$ cat src/rtl/pipeline_display_driver_pkg.sv
// Shared display definitions for the pipeline display driver.
// Holds the active-low seven-segment codes (segments a..g = bits 6..0),
// the blank/anode-off patterns and the digit-group boundaries that split
// the eight-digit display into the PC group (7..4) and the write-data
// group (3..0).
package display_defs;

   typedef logic [6:0] seg_t;

   localparam seg_t SEG_0 = 7'b0000001;
   localparam seg_t SEG_1 = 7'b1001111;
   localparam seg_t SEG_2 = 7'b0010010;
   localparam seg_t SEG_3 = 7'b0000110;
   localparam seg_t SEG_4 = 7'b1001100;
   localparam seg_t SEG_5 = 7'b0100100;
   localparam seg_t SEG_6 = 7'b0100000;
   localparam seg_t SEG_7 = 7'b0001111;
   localparam seg_t SEG_8 = 7'b0000000;
   localparam seg_t SEG_9 = 7'b0000100;
   localparam seg_t SEG_A = 7'b0001000;
   localparam seg_t SEG_B = 7'b1100000;
   localparam seg_t SEG_C = 7'b0110001;
   localparam seg_t SEG_D = 7'b1000010;
   localparam seg_t SEG_E = 7'b0110000;
   localparam seg_t SEG_F = 7'b0111000;

   localparam seg_t       SEG_BLANK = 7'h7F;
   localparam logic [7:0] AN_OFF    = 8'hFF;

   // Lowest (least significant) digit index of each 4-digit group.
   localparam logic [2:0] PC_DIGIT_LO = 3'd4;
   localparam logic [2:0] WD_DIGIT_LO = 3'd0;

endpackage

$ cat src/rtl/pipeline_display_driver_hex_to_7seg.sv
// hex_to_7seg: combinational 4-bit to active-low seven-segment decoder.
// Ports:
//   nibble  in  4  hex value to display
//   seg     out 7  segments a..g on bits 6..0, active-low
module hex_to_7seg
   import display_defs::*;
(
   input  logic [3:0] nibble,
   output logic [6:0] seg
);

   always_comb begin
      seg = SEG_BLANK;
      case (nibble)
         4'h0: seg = SEG_0;
         4'h1: seg = SEG_1;
         4'h2: seg = SEG_2;
         4'h3: seg = SEG_3;
         4'h4: seg = SEG_4;
         4'h5: seg = SEG_5;
         4'h6: seg = SEG_6;
         4'h7: seg = SEG_7;
         4'h8: seg = SEG_8;
         4'h9: seg = SEG_9;
         4'hA: seg = SEG_A;
         4'hB: seg = SEG_B;
         4'hC: seg = SEG_C;
         4'hD: seg = SEG_D;
         4'hE: seg = SEG_E;
         4'hF: seg = SEG_F;
      endcase
   end

endmodule

$ cat src/rtl/pipeline_display_driver.sv
// pipeline_display_driver: latches the low 16 bits of the CPU PC and
// write-back data on a capture strobe and scans them as eight hex digits
// onto a common-anode seven-segment display (PC on digits 7..4, write
// data on digits 3..0). Each digit slot starts with an all-anodes-off
// window to suppress ghosting.
// Optional feature macro: DISPLAY_LZB_EN enables leading-zero blanking
// within each 4-digit group (group-LSB digits 4 and 0 always display).
// Ports:
//   Clk           in  1   clock, rising edge
//   Reset         in  1   asynchronous active-high reset
//   PCResult      in  32  CPU program counter (bits 15:0 used)
//   WriteDataReg  in  32  CPU write-back data (bits 15:0 used)
//   Capture       in  1   load pulse for the capture registers
//   Freeze        in  1   holds the captured values, overrides Capture
//   out_7         out 7   segments a..g, active-low
//   en_out        out 8   digit anodes, active-low, bit i = digit i
//   dp            out 1   decimal point, active-low
module pipeline_display_driver
   import display_defs::*;
#(
   parameter int REFRESH_DIV  = 100000,
   parameter int BLANK_CYCLES = 1000
)
(
   input  logic        Clk,
   input  logic        Reset,
   input  logic [31:0] PCResult,
   input  logic [31:0] WriteDataReg,
   input  logic        Capture,
   input  logic        Freeze,
   output logic [6:0]  out_7,
   output logic [7:0]  en_out,
   output logic        dp
);

   localparam int              CntW     = $clog2(REFRESH_DIV);
   localparam logic [CntW-1:0] CntLast  = CntW'(REFRESH_DIV - 1);
   localparam logic [CntW-1:0] BlankLim = CntW'(BLANK_CYCLES);

   logic [15:0]     pcQ;
   logic [15:0]     wdQ;
   logic [CntW-1:0] cnt;
   logic [2:0]      idx;
   logic [3:0]      nibble;
   logic [6:0]      segCode;
   logic [7:0]      anodeSel;
   logic            digitBlank;
   logic            unusedHi;

   assign unusedHi = ^{PCResult[31:16], WriteDataReg[31:16]};

   // idx[2] picks the group; idx[1:0] is the digit position inside it.
   always_comb begin
      nibble   = idx[2] ? pcQ[{idx[1:0], 2'b00} +: 4] : wdQ[{idx[1:0], 2'b00} +: 4];
      anodeSel = ~(8'd1 << idx);
   end

`ifdef DISPLAY_LZB_EN
   logic [15:0] groupVal;
   logic [2:0]  groupLo;
   logic [2:0]  groupPos;

   // A digit is a leading zero when it and every higher digit of its
   // group are zero, i.e. the group value shifted down to it is zero.
   always_comb begin
      groupVal   = idx[2] ? pcQ : wdQ;
      groupLo    = idx[2] ? PC_DIGIT_LO : WD_DIGIT_LO;
      groupPos   = idx - groupLo;
      digitBlank = (idx != groupLo) && ((groupVal >> {groupPos, 2'b00}) == 16'd0);
   end
`else
   assign digitBlank = 1'b0;
`endif

   hex_to_7seg uHexDecode (
      .nibble (nibble),
      .seg    (segCode)
   );

   always_ff @(posedge Clk or posedge Reset) begin
      if (Reset) begin
         pcQ    <= 16'd0;
         wdQ    <= 16'd0;
         cnt    <= '0;
         idx    <= 3'd0;
         en_out <= AN_OFF;
         out_7  <= SEG_BLANK;
         dp     <= 1'b1;
      end else begin
         if (Capture && !Freeze) begin
            pcQ <= PCResult[15:0];
            wdQ <= WriteDataReg[15:0];
         end

         if (cnt == CntLast) begin
            cnt <= '0;
            idx <= idx + 3'd1;
         end else begin
            cnt <= cnt + 1'b1;
         end

         en_out <= (cnt < BlankLim) ? AN_OFF : anodeSel;
         out_7  <= digitBlank ? SEG_BLANK : segCode;
         dp     <= (idx == PC_DIGIT_LO) ? 1'b0 : 1'b1;
      end
   end

endmodule

$ cat config.mk
export PLATFORM = sky130hd
export DESIGN_NAME = pipeline_display_driver
export DESIGN_NICKNAME = d
export VERILOG_FILES = /design/src/rtl/pipeline_display_driver_pkg.sv /design/src/rtl/pipeline_display_driver_hex_to_7seg.sv /design/src/rtl/pipeline_display_driver.sv
export SDC_FILE = /design/constraint.sdc
export NUM_CORES = 1
export LEC_CHECK = 0
export ABC_CLOCK_PERIOD_IN_PS = 2440
export CORE_MARGIN = 1
export CORE_UTILIZATION = 30
export CTS_CLUSTER_DIAMETER = 150
export DETAILED_ROUTE_END_ITERATION = 8
export GPL_TIMING_DRIVEN = 0
export PLACE_DENSITY_LB_ADDON = 0.05
export SYNTH_ARGS = -nofsm -noshare
export SYNTH_HDL_FRONTEND = slang
export SYNTH_SLANG_ARGS = --single-unit
$ cat constraint.sdc
create_clock -name Clk -period 2.44 [get_ports Clk]
set_clock_uncertainty 0.05 [all_clocks]
set_input_delay 0.244 -clock Clk [delete_from_list [all_inputs] [get_ports Clk]]
set_output_delay 0.244 -clock Clk [all_outputs]
set_load 0.005 [all_outputs]
==> results.yml <==
outcome:
  status: "finished clean"
pwr:
  switchingPower_mw: 0.6161
  p_sw_share_pct: 24.42
  power_frac_clock_pct: 31.9
  internal_power_mw: 1.907
  power.leakage_nw: 1.665
  ir_drop_mv: 0.2306
  powerDensity_mw_per_mm2: 616.0
  seqPwrFrac_pct: 51.5
  total_power_mw: 2.523
  pwr-share-comb_pct: 16.7
setup_path:
  endpoint_kind: "flop"
  critical_path_required_ps: 2650
  critical_path_class: "reg -> reg"
  rrSetupSlack_ps: 140
  worst_r2r_startpoint: "idx[2]"
  r2r-end: "out_7[6]"
  reg2reg_depth: 7
  crit_path_max_fanout: 10
  cp_data_arrival_time_ps: 2500
  startpoint_type: "flop"
die:
  fp.dieArea_mm2: 0.01111
  io_pins: 84
  core_area_mm2: 0.01032
  initial_utilization_pct: 31.08
  rows: 37
  die_x_um: 105.4
  die_h_um: 105.4
sta:
  worstMarginPinSlew_ps: 865.7
  fin_crit_sh_pct: 94.09
  finalSetupViolCount: 0
  tns_ps: 0
  clock.fmax_mhz: 435.6
  slew_violations: 0
  rsz0062_at_grt: "false"
  min_period_ps: 2296
  max-slew-margin-rel_pct: 41.55
  hold_violations: 0
final_layout:
  fin_nets: 383
  syn_to_final_growth_pct: 27.69
  final_layout_size_suffix_gt1_share_pct: 28.01
  n_antenna_cell: 0
  fillCellCount: 1011
clock_tree:
  root_buffer: "clkbuf_8"
  clk_path_buf_depth: 2
  clk_pin_slew_ps: 80
  cts_max_level: 3
  worst_skew_pair.late_latency_ps: 340
  cts_tree: "built"
  cts_sinks: 68
  cts_made_buffers: 9
grt:
  antenna_found_initial: 0
  globalRouteOverflowTotal: 0
  grt_pass1_wl_mm: 10.61
  grt_max_degree: 69
  track_usage_pct: 12.72
  grt_pass1_vias: 2068
synth:
  syn_inst: 237
  ys_seq_area_share_pct: 53.67
  syn-num-nets: 318
  synth_cell_types: 41
  yosysWarnings: 0
  synth_seq_cells: 68
  synth_area_leaders: "dfrtp_1 (41%), dfstp_2 (13%), mux2_2 (13%)"
  yosysTopAreaCellShare_pct: 40.56
  netlist_area_mm2: 0.003208
  yosysTopAreaCell: "dfrtp_1"
  avgSynthCellArea_um2: 13.54
route:
  firstDrtPassIters: 4
  drc: 0
  drtIter0Drc: 36
  drt-total-wl_mm: 6.381
  routedWlPerCell_um: 14.40
  routed-via-count: 1982
  viasPerCell: 4.474
  ant_nets: 0
placed_design:
  gp_congestion: 0.6999
  hpwlAfterDp_mm: 4.361
  portBuffers: 51
min_path:
  hold_path_class: "in -> async"
job:
  drv_cap: 0
-- metrics by stage --
step	cell area (um2)	std cells	util (%)	setup slack (ps)	hold slack, ps
global route	4096	443	39.68	17.21	453.7
detailed placement	3891	424	37.69	-334.3	439.9
CTS	4103	443	39.74	69.45	414.0
floorplan	3208	237	-	103.8	345.7
finish	4096	443	39.68	144.2	384.4
global placement	3889	424	37.67	-884.1	431.6
-- timing repair --
| item | 4_1_cts | 5_1_grt |
|---|---|---|
| resized for setup | 4 | 3 |
| setup endpoints to repair | 7 | 3 |
| hold buffers | 0 | 0 |
| setup buffers | 3 | 0 |
-- area by class of cell --
type                       count  area, um2  share of cell area, %
buffer                         8      50.05                  1.222
clock buffer                  13      148.9                  3.635
clock inverter                 3      15.01                 0.3665
inverter                       9      36.28                 0.8858
multi-input combinational    152       1420                  34.67
sequential                    68       1723                  42.06
tap                          136      170.2                  4.154
timing repair buffer          54      533.0                  13.01
-- power by group through the flow --
stage          clock network, mW  logic [mW]  registers, mW
2_1_floorplan                  0       0.241           1.31
3_3_place_gp                   0       0.404           1.32
3_5_place_dp                   0       0.405           1.32
4_1_cts                    0.848       0.427           1.30
5_1_grt                    0.899       0.465           1.31
6_report                   0.804       0.421           1.30
-- synthesized netlist by cell type --
cell       number
mux2i_4         2
and3_1          2
dfstp_2        16
nand4_1         4
a21oi_1         2
ha_1           13
mux4_1          5
and2_2          1
inv_2           1
a211o_1         1
nor4_1          1
nor2b_1         2
mux2i_1         8
nor3b_1         1
mux2_2         36
inv_1           8
clkbuf_1        1
nand4b_1        1
dfrtp_1        52
nand2_1        15
buf_6           2
o21ai_0         2
buf_1           3
xnor2_1        10
nor3_1          6
and4_1          3
xor2_1          5
o2bb2ai_1       1
mux4_2          3
or2_2           1
nand3_1         9
or3_1           2
nor2_1          9
a22o_1          1
and2_1          1
or4_1           1
o311ai_0        1
buf_4           1
o21ai_1         1
buf_2           1
o31ai_1         2
-- placed cells by master (no fill, tap or decap), types with 2 or more instances in the layout --
master	netlist	layout
nand3_1	9	9
and4_1	3	3
nand4_1	4	4
nor2b_1	2	2
buf_6	2	2
o21ai_0	2	2
xnor2_1	10	10
dfstp_2	16	16
mux2_2	36	36
and3_1	2	2
buf_4	1	4
mux2i_4	2	4
clkbuf_8	0	10
or3_1	2	2
nand2_1	15	15
mux4_1	5	3
nor3_1	6	6
inv_1	8	7
a21oi_1	2	2
nor2_1	9	9
dfrtp_1	52	51
clkbuf_1	1	4
o31ai_1	2	2
clkinv_2	0	3
ha_1	13	13
mux4_2	3	5
mux2i_1	8	6
clkdlybuf4s50_1	0	51
xor2_1	5	5
buf_1	3	3
-- layer usage --
metal,vias up,wire [um],global-route usage [%]
met5,-,0,0
li1,972,-,-
met1,950,3371,18.19
met2,49,2652,17.95
met3,11,226,2.907
met4,0,131,6.338
-- cell families (layout without fill, tap and decap cells) --
group | count (synthesis) | in the layout | synth area share, %
xor+xnor | 15 | 15 | 4.095
fa+ha+maj | 13 | 13 | 5.070
flops | 68 | 68 | 53.67
compound gates | 11 | 11 | 2.340
buf+inv | 17 | 87 | 2.613
mux | 54 | 54 | 22.74
simple gates | 59 | 59 | 9.478
-- how the worst max path moves through the flow --
stage | to | start
after floorplan | out_7[6] | idx[2]
after global placement | wdQ[7] | Reset
after detailed placement | out_7[6] | idx[2]
after CTS | out_7[6] | idx[2]
after global routing | out_7[6] | idx[2]
final | out_7[6] | idx[2]
-- state kept, by name, summed over array words and instances (netlist names) --
| signal | cells |
|---|---|
| dp | 1 |
| cnt | 17 |
| en_out | 8 |
| out_7 | 7 |
| idx | 3 |
| pcQ | 16 |
| wdQ | 16 |
-- worst max-delay path, stage by stage, from the launching register on --
cell and delay [ps]:
dfrtp_2 410, buf_6 190, mux4_1 610, mux2i_4 180
inv_1 100, ha_1 240, and3_1 160, a211o_1 260
Note: power is estimated with default switching activity, not from simulation.
